<file path="config.mk">
export PLATFORM = sky130hd
export DESIGN_NAME = gray_code_decoder
export DESIGN_NICKNAME = d
export VERILOG_FILES = /design/src/rtl/gray_code_decoder.sv
export SDC_FILE = /design/constraint.sdc
export NUM_CORES = 1
export LEC_CHECK = 0
export ABC_AREA = 1
export CAP_MARGIN = 20
export CELL_PAD_IN_SITES_DETAIL_PLACEMENT = 0
export CELL_PAD_IN_SITES_GLOBAL_PLACEMENT = 1
export CORE_MARGIN = 4
export CORE_UTILIZATION = 25
export CTS_CLUSTER_SIZE = 10
export DETAILED_ROUTE_END_ITERATION = 8
export PLACE_DENSITY_LB_ADDON = 0.1
export REMOVE_ABC_BUFFERS = 1
export SKIP_CTS_REPAIR_TIMING = 1
export SYNTH_ARGS = -nofsm -noshare
export SYNTH_HDL_FRONTEND = slang
export SYNTH_SLANG_ARGS = --single-unit
</file>
<file path="constraint.sdc">
create_clock -name clk -period 0.85 [get_ports clk]
set_clock_uncertainty 0.15 [all_clocks]
set_input_delay 0.17 -clock clk [delete_from_list [all_inputs] [get_ports clk]]
set_output_delay 0.17 -clock clk [all_outputs]
set_load 0.005 [all_outputs]
</file>
<file path="src/rtl/gray_code_decoder.sv">
// 3-bit reflected Gray to natural binary decoder with illegal-step detection.
// e/f/g are registered or combinational per REGISTER_OUT; out_valid/step_err always registered.
module gray_code_decoder #(
  parameter bit REGISTER_OUT = 1'b1
) (
  input  logic clk,
  input  logic rst,
  input  logic in_valid,
  input  logic w,
  input  logic x,
  input  logic y,
  output logic e,
  output logic f,
  output logic g,
  output logic out_valid,
  output logic step_err
);

  localparam int unsigned CODE_W = 3;

  logic [CODE_W-1:0] code;
  logic [CODE_W-1:0] bin_c;
  logic [CODE_W-1:0] prev_code;
  logic [CODE_W-1:0] diff;
  logic              has_prev;
  logic              multi_bit;

  assign code  = {w, x, y};
  assign bin_c = {w, w ^ x, w ^ x ^ y};

  // More than one bit set among three: any pair both high.
  assign diff      = code ^ prev_code;
  assign multi_bit = (diff[0] & diff[1]) | (diff[0] & diff[2]) | (diff[1] & diff[2]);

  // Sample history and status flags; a reset drops any coincident sample.
  always_ff @(posedge clk) begin
    if (rst) begin
      prev_code <= '0;
      has_prev  <= 1'b0;
      out_valid <= 1'b0;
      step_err  <= 1'b0;
    end else begin
      out_valid <= in_valid;
      step_err  <= in_valid & has_prev & multi_bit;
      if (in_valid) begin
        prev_code <= code;
        has_prev  <= 1'b1;
      end
    end
  end

  generate
    if (REGISTER_OUT) begin : g_reg_out
      logic [CODE_W-1:0] bin_q;

      always_ff @(posedge clk) begin
        if (rst) begin
          bin_q <= '0;
        end else if (in_valid) begin
          bin_q <= bin_c;
        end
      end

      assign {e, f, g} = bin_q;
    end else begin : g_comb_out
      assign {e, f, g} = bin_c;
    end
  endgenerate

endmodule

</file>
### Yosys cells after proc, flatten, opt, wreduce, memory -nomap -nowiden

Cells that the tools add are included.

* flip-flop bits (word level): 9
* bits of input ports: 6
* output and inout bits: 5
* word-level logic and storage cells: 15

* bitwise gates (word level): 10

Operators by type and width (number)
* $and 1x1->1: 5
* $xor 3x3->3: 1
* $or 1x1->1: 2
* $xor 1x1->1: 2

### Logic depth before layout (Yosys ltp)

Gate-level depths: netlist of run 1.

* depth in word-level cells: 5
* mapped depth: 6
* mapped depth without buffers: 6

### Worst setup path after synthesis of run 1

Ideal clock, no wire load.

* path kind: flip-flop to flip-flop
* start: register prev_code[2]
* end: register step_err
* library setup time: 0.114 ns
* data arrival time: 0.655 ns
* slack: -0.069 ns
* stages on the path, launching flop included: 6
* clock period less this slack: 0.919 ns
* path through: dfxtp_1 > nand2_1 > inv_1 > nor2_1 > a21oi_1 > nor2_1

* cells in the longest elaborated chain, start to end: 5

Ends and longest elaborated chain
* start: declaration: RTL line 23 `logic [CODE_W-1:0] prev_code;`
* start signal: assignment: RTL line 46 `prev_code <= code;`
* $xor 3x3->3 *: RTL line 32 `assign diff = code ^ prev_code;`
* $and 1x1->1: RTL line 33 `assign multi_bit = (diff[0] & diff[1]) | (diff[0] & diff[2]) | (diff[1] & diff[2]);`
* $or 1x1->1: RTL line 33
* $or 1x1->1 *: RTL line 33
* $and 1x1->1 *: RTL line 44 `step_err <= in_valid & has_prev & multi_bit;`
* end signal: assignment: RTL line 44
* end: declaration: RTL line 16 `output logic step_err`

Mark *: on every way between the ends. The rest lies on a longest branch, timed or not.
A chain may end at the register's enable or synchronous reset.

==> results.md, run 1 <==
Global route:
- The first-pass GRT wire length is around 1300 µm.
- Entering global routing, the biggest net connects 7 pins.
- The via count of the first global-routing pass is ~310.
- The total routing usage reported by global routing is 0.0911.
- The number of antenna violations at the first check in global routing is 0.
- Global routing finished with a remaining overflow of 0.

Timing:
- The final critical-path share of the clock period is 1.19.
- At the pin with the least slew margin, the transition time is between 0.2 and 0.3 ns.
- The shortest period the worst path allows is roughly 1 ns.
- The final-report max-slew violation count is 0.
- The relative slew slack is 0.818.
- Setup repair after global routing could not meet its margin everywhere.
- The final count of negative-setup-slack endpoints is 8.
- Based on the critical path, the design can be clocked at up to approximately 0.99 GHz.
- The final total negative setup slack is -0.911 ns.
- Once routing completed, OpenROAD measured the worst setup slack at -0.163 ns.
- The final hold violation count is 0.

Yosys:
- Of all cell types, the one taking the most synthesized area is dfxtp_1.
- The commonest cells after synthesis are nand2_1, inv_1, dfxtp_1, nor2_1, a21oi_1.
- Counting every instance in the synthesized netlist gives 56.
- The synthesized netlist occupies a cell area of around 360 µm².
- The synthesized design contains 0 enable-type register cells.
- Among all cell types in the netlist, the one instantiated most often is nand2_1.
- The count of synthesis-stage warnings from yosys is 0.
- In the post-synthesis netlist, the biggest area contributors are dfxtp_1, nand2_1, inv_1, nor2_1, a21oi_1.
- The register area share after synthesis is 0.440.
- Counting flops and latches in the post-synthesis netlist gives 8.
- In this run the mean area of a mapped cell was around 6.5 µm².
- The share of flip-flops with an asynchronous set or reset is 0.
- In the synthesized netlist the dominant register cell turns out to be dfxtp_1.
- Of the post-synthesis cell area, the dominant cell type holds 0.440.
- The distinct cell type count after synthesis is 12.

Power and ir drop:
- Dividing total power by cell area gives a power density of ~1500 nW/µm².
- VDD sags by at most around 850 µV.
- The static leakage is ~0.35 nW.

CTS:
- The clock sink total is 8.
- The insertion delay of the later-clocked pin in the worst-skew pair is 0.26 ns.
- Counting the buffers created by CTS gives 3.
- Clock-pin slew was measured on the worst setup and hold paths at 0.06 ns.
- The clock passes through at most 2 buffers.
- In this run the number of H-tree levels came out at 1.
- TritonCTS built the clock tree.
- In this run the clock root is driven by a clkbuf_4.

Routing:
- The number of vias per cell is 4.15.
- The initial DRC count is 8.
- The count of antenna-violating nets left after detailed routing is 0.
- The total wire length is between 800 and 900 µm.
- The detailed-route wire length per cell is 9.39 µm.
- The number of iterations in the first detailed-routing pass is 4.
- For this run, design rule violations remaining after detail routing come to 0.
- The total number of vias is between 300 and 400.

Placed design:
- The setup slack after placement is -0.514 ns.
- At the end of routability-driven placement, the weighted congestion stood at slightly below 0.7.
- The post-detailed-placement half-perimeter wirelength is between 600 and 700 µm.
- The number of buffers inserted by port buffering is 10.

Setup path:
- The largest individual stage delay along the critical path comes from the cell dfxtp_2.
- Data arrives at the worst endpoint at 0.69 ns.
- Among cell families on the critical path, the largest total delay comes from flip-flops.
- The worst setup path is launched from a flop.
- For the worst setup path, the data required time is 0.53 ns.
- The count of buffer and inverter cells on the critical path is 1.
- The category of the worst setup path capture point is a primary output.
- The largest single stage delay on the critical path is approximately 0.33 ns.
- The maximum fanout along the worst path is 2.
- Walking the worst path, the cells encountered are clkbuf_2.
- The critical path in this run is classified as reg -> out.

Hold path:
- The path type of the worst min-delay path is in -> reg.

Final layout:
- 0 antenna diodes ended up in the layout.
- Compared with the post-synthesis result, the final layout area differs by 63.6%.
- The net count of the finished layout is 86.
- Once layout is complete, the utilization of the core stands at 0.447.
- The fraction of layout instances using a drive strength above 1 is 0.397.

Floorplan:
- The vertical die dimension is between 40 and 50 µm.
- The area of the die is 2130 µm².
- The core box area is 1330 µm².
- In this run the count of I/O pins placed on the die edge is 11.
- The initialized floorplan defines 13 standard-cell rows.
- Measured along the x axis, the die boundary spans 46.2 µm.
- The effective utilization at floorplan is 0.273.

Run status:
- The final reports fail on setup timing.
- The flow ran to the end, but the final reports show violations.

Run:
- The number of violations of the max-capacitance limit is 0.
cells by family after synthesis:
group           Yosys count  share of synthesized area
compound gates            7                      0.103
buf+inv                  10                      0.103
flops                     8                      0.440
simple gates             31                      0.354
placed cells by master, fill, tap and decap left out:
master / n
nor2_1: 7
inv_1: 6
buf_6: 1
nor3_2: 1
a211oi_1: 1
dlymetal6s2s_1: 5
nand2_2: 1
dfxtp_2: 4
buf_4: 8
nand2_4: 1
clkbuf_2: 5
nor2_4: 1
o21ai_0: 1
a21oi_1: 4
inv_2: 4
a21oi_2: 1
nand2_1: 17
clkbuf_4: 3
nand4_1: 1
nand3_2: 1
dfxtp_1: 4
and2_1: 1
registers in the layout, indices dropped and copies added, names as in the netlist:
signal,count
prev_code,3
g_reg_out.bin_q,2
has_prev,1
out_valid,1
step_err,1
stage by stage:
stage,total power [W],hold WS (ns),std cells,cell area (µm²)
6_report,0.000888,0.0896,93,596
5_1_grt,0.000952,0.115,93,596
4_1_cts,0.000898,0.323,93,573
3_5_place_dp,0.000600,0.314,90,551
3_3_place_gp,0.000602,0.319,90,551
2_1_floorplan,0.000489,0.0891,56,364
power by group:
part,switching (W),internal [W],total [W]
sequential,0.0000110,0.000402,0.000413
clock,0.000129,0.000162,0.000290
combinational,0.0000915,0.0000936,0.000185
worst paths after layout:
kind	startpoint	to	slack [ns]	cells past startpoint
setup / recovery	prev_code[2]	e	-0.16	1
hold / removal	rst	prev_code[2]	0.09	2
hold reg to reg	g_reg_out.bin_q[1]	g_reg_out.bin_q[1]	0.31	2
setup reg to reg	prev_code[2]	step_err	-0.15	7
final cells by class:
class                   count  area [µm²]
well taps                  15        18.8
multi-input cells          38         193
inverters                  10        37.5
flip-flops and latches      8         165
repair buffers             19         159
fillers                   152         738
clock buffers               3        22.5
worst reg2reg max path, cell delays in order (launching register included):
cell	delay, ns
dfxtp_2	0.32
buf_6	0.12
nor2_4	0.08
inv_1	0.04
nand2_1	0.05
nand2_1	0.05
nand2_1	0.05
nor2_1	0.04
routing by layer:
metal | vias to the layer above | track usage | wire length, µm
met2 | 10 | 0.113 | 349
met1 | 159 | 0.123 | 447
met5 | - | 0 | 0
met4 | 0 | 0.0511 | 12
li1 | 215 | - | -
met3 | 2 | 0.0469 | 64
(Power assumes the default switching activity.)
==> run 2, diff against run 1 <==
--- a/config.mk
+++ b/config.mk
@@ -5,14 +5,13 @@
 export SDC_FILE = /design/constraint.sdc
 export NUM_CORES = 1
 export LEC_CHECK = 0
-export ABC_AREA = 1
 export CAP_MARGIN = 20
 export CELL_PAD_IN_SITES_DETAIL_PLACEMENT = 0
 export CELL_PAD_IN_SITES_GLOBAL_PLACEMENT = 1
-export CORE_MARGIN = 4
-export CORE_UTILIZATION = 25
+export CORE_AREA = 4 4 41 43
 export CTS_CLUSTER_SIZE = 10
 export DETAILED_ROUTE_END_ITERATION = 8
+export DIE_AREA = 0 0 45 47
 export PLACE_DENSITY_LB_ADDON = 0.1
 export REMOVE_ABC_BUFFERS = 1
 export SKIP_CTS_REPAIR_TIMING = 1
==> run 2 against run 1 <==
  * The run still ends with setup timing left
  * Sequential share of layout area rose by 0.99 points
  * Clock power about the same
  * Global-route usage fell by 2.1 points
  * Non-clock buffer count is 2 lower
  * Die area decreased by 0.74%
  * Critical path depth is the same
  * Via count down 25%
  * Final cell count shrank 30%
  * Worst setup slack better by 0.012 ns
  * Critical endpoint unchanged
  * Largest cell class unchanged
  * Highest routed layer unchanged
==> results.md, run 2 <==
Yosys:
- The register area share after synthesis is 0.504 (+0.0641).
- The portion of synthesized cell area occupied by the leading cell type came to 0.504 (+0.0641).
- The flip-flop cell with the highest count after synthesis is dfxtp_1.
- The number of synthesized flops with an enable pin was 0 (unchanged).
- The distinct cell type count after synthesis is 15 (+3).
- Sorting the synthesized cells by how often they occur yields dfxtp_1, nor2_1, mux2i_1, xor2_1.
- The average instance area after synthesis is 9.93 µm² (+53%).
- The cell type contributing the most total cell area after synthesis is dfxtp_1.
- After synthesis, the cell types taking the most area are dfxtp_1, mux2i_1, nor2_1, xor2_1, or4b_1.
- The number of cells produced by synthesis is 32 (-43%).
- The synthesized flop and latch total is 8 (unchanged).
- The count of synthesis-stage warnings from yosys is 0 (unchanged).
- The share of flip-flops with an asynchronous set or reset is 0 (unchanged).
- The netlist area before placement is 318 µm² (-13%).
- The cell with the most instances after synthesis is dfxtp_1.

Placed design:
- The post-detailed-placement half-perimeter wirelength is 559 µm (-14%).
- The last weighted congestion value of the routability-driven placer was 0.703 (+1.3%).
- The post-detailed-placement cell area is 480 µm² (-13%).
- The setup slack after placement is -0.814 ns (-0.301 ns).
- The number of buffers inserted by port buffering is 10 (unchanged).

Timing:
- The relative slew slack is 0.868 (+0.0505).
- The worst setup slack after layout was -0.151 ns (+0.0122 ns).
- The achievable clock frequency is 0.999 GHz (+1.2%).
- The final count of negative-setup-slack endpoints was 8 (unchanged).
- The shortest period the worst path allows was 1.00 ns (-0.0122 ns).
- The transition time of the tightest slew-check pin is 0.198 ns (-0.0757 ns).
- The final-report max-slew violation count came to 0 (unchanged).
- The final critical-path share of the clock period is 1.18 (-0.0143).
- The final hold violation count was 0 (unchanged).
- Setup repair after global routing could not meet its margin everywhere.

CTS:
- The insertion delay of the later-clocked pin in the worst-skew pair is 0.25 ns (about the same).
- The number of buffers inserted during clock tree synthesis came to 3 (unchanged).
- The number of H-tree levels is 1 (unchanged).
- The clock sink total was 8 (unchanged).
- The tree is rooted in a clkbuf_4.
- The number of buffers between clock root and the deepest sink was 2 (unchanged).
- The clock-pin slew on the worst setup and hold paths is 0.06 ns (about the same).
- The CTS tree is yes.

Run status:
- The flow ran to the end, but the final reports show violations.
- The checks that failed: setup timing.

Floorplan:
- The core box area is 1300 µm² (-2.4%).
- The vertical die dimension is 47 µm (+1.8%).
- The die width is 45 µm (-2.5%).
- The area of the die came to 2120 µm² (-0.74%).
- The effective utilization at floorplan is 0.244 (-0.0288).
- The count of pins on the block boundary is 11 (unchanged).
- The floorplan row count is 13 (unchanged).

Routing:
- The total wire length was 745 µm (-15%).
- The DRC violation count after routing was 0 (unchanged).
- The number of iterations in the first detailed-routing pass is 2 (-2).
- The number of vias per cell is 4.48 (+7.9%).
- The total number of vias came to 291 (-25%).
- The initial DRC count came to 9 (+1).
- The count of antenna-violating nets left after detailed routing is 0 (unchanged).
- The detailed-route wire length per cell is 11.5 µm (+22%).

Global route:
- The remaining global-route overflow is 0 (unchanged).
- The maximum number of pins on one net before global-route repair is 10 (+3).
- The first-pass GRT wire length is 1030 µm (-22%).
- The via count of the first global-routing pass is 277 (-12%).
- The number of antenna violations at the first check in global routing is 0 (unchanged).
- The total routing usage reported by global routing is 0.0697 (-0.0213).

Setup path:
- The nature of the critical path startpoint is a flop.
- The maximum fanout along the worst path came to 2 (unchanged).
- The count of buffer and inverter cells on the critical path is 1 (unchanged).
- The signal on the critical path passes through buf_6.
- The source of the critical timing path is prev_code[2].
- The data required time of the critical path is 0.53 ns (about the same).
- The category of cells accounting for the largest share of critical-path delay is flip-flops.
- The slowest stage of the critical path is the dfxtp_2 cell.
- The number of cells on the worst reg-to-reg path is 4 (-3).
- The origin of the critical flop-to-flop path is prev_code[2].
- The largest stage delay on the critical path is 0.33 ns (about the same).
- The logic depth of the worst path, buffers included came to 1 (unchanged).
- The worst endpoint data arrival time is 0.68 ns (about the same).
- The worst setup path is of the reg -> out kind.
- The category of the worst setup path capture point is a primary output.

Final layout:
- The post-route cell area is 579 µm² (-2.7%).
- The number of filler cells placed in the layout is 131 (-14%).
- The number of flip-flops in the largest register is 3 (unchanged).
- The largest registers in the layout are prev_code (3), g_reg_out.bin_q (2).
- The fraction of layout instances using a drive strength above 1 was 0.620 (+0.223).
- Leaving out fill and tap cells, the most frequent cells in the layout are nor2_1, buf_4, dfxtp_2.
- Ranked by flip-flop count, first place goes to prev_code.
- The number of nets in the layout was 58 (-33%).
- The antenna cell count is 0 (unchanged).
- Relative to the synthesized area, the layout overhead comes to 82.3%.

Power and ir drop:
- The power density over cell area is 1550 nW/µm² (+3.7%).
- The worst-case vdd ir drop was 885 µV (+3.8%).
- The static leakage is 0.279 nW (-20%).

Hold path:
- The startpoint identified for the worst hold timing path is w.
- The number of instances on the worst hold path is 3 (+1).
- The min-delay analysis places its worst path in the category in -> reg.

Run:
- The number of violations of the max-capacitance limit is 0 (unchanged).
run 2: cell types whose count changed after synthesis, sizes merged, moves of 3 or more:
cell	change
xor2	+3
inv	-9
mux2i	+3
a21oi	-4
nand2	-19
run 2: per-stage QoR:
stage | instances | setup TNS, ns | total power, W | hold WS (ns) | utilization
finish | 65 | -0.973 | 0.000896 | 0.0589 | 0.445
detailed placement | 62 | -5.45 | 0.000578 | 0.313 | 0.369
CTS | 65 | -4.79 | 0.000867 | 0.318 | 0.387
floorplan | 30 | -0.309 | 0.000468 | 0.0924 | -
global placement | 62 | -5.35 | 0.000573 | 0.299 | 0.369
global route | 65 | -1.18 | 0.000941 | 0.0627 | 0.445
run 2: routing by layer:
layer,global-route usage,wire (µm)
met2,0.124,384
met5,0,0
met1,0.0665,305
met4,0.0526,12
met3,0.0230,43
run 2: area by class of cell:
cell class,count,area (µm²),share of cell area
Sequential cell,8,166,0.287
Timing Repair Buffer,17,151,0.261
Inverter,1,3.75,0.00648
Tap cell,15,18.8,0.0324
Clock buffer,3,22.5,0.0389
Multi-Input combinational cell,21,216,0.374
run 2: cell families (layout without fill, tap and decap cells):
logic type,Yosys count,in the layout,synth area share
mux,3,3,0.0945
compound gates,4,4,0.0906
simple gates,10,10,0.161
flops,8,8,0.504
xor+xnor,4,4,0.110
buf+inv,3,21,0.0393
run 2: worst paths after layout:
kind	endpoint	slack, ns
hold / removal	prev_code[2]	0.06
setup / recovery	e	-0.15
hold reg to reg	has_prev	0.32
setup reg to reg	step_err	-0.13
run 2: power breakdown:
| group | switching (W) | leakage (nW) | internal (W) | total, W |
|---|---|---|---|---|
| registers | 0.0000137 | 0.0679 | 0.000403 | 0.000416 |
| clock network | 0.000126 | 0.0138 | 0.000161 | 0.000287 |
| logic | 0.0000809 | 0.197 | 0.000112 | 0.000193 |
| total | 0.000220 | 0.279 | 0.000676 | 0.000896 |
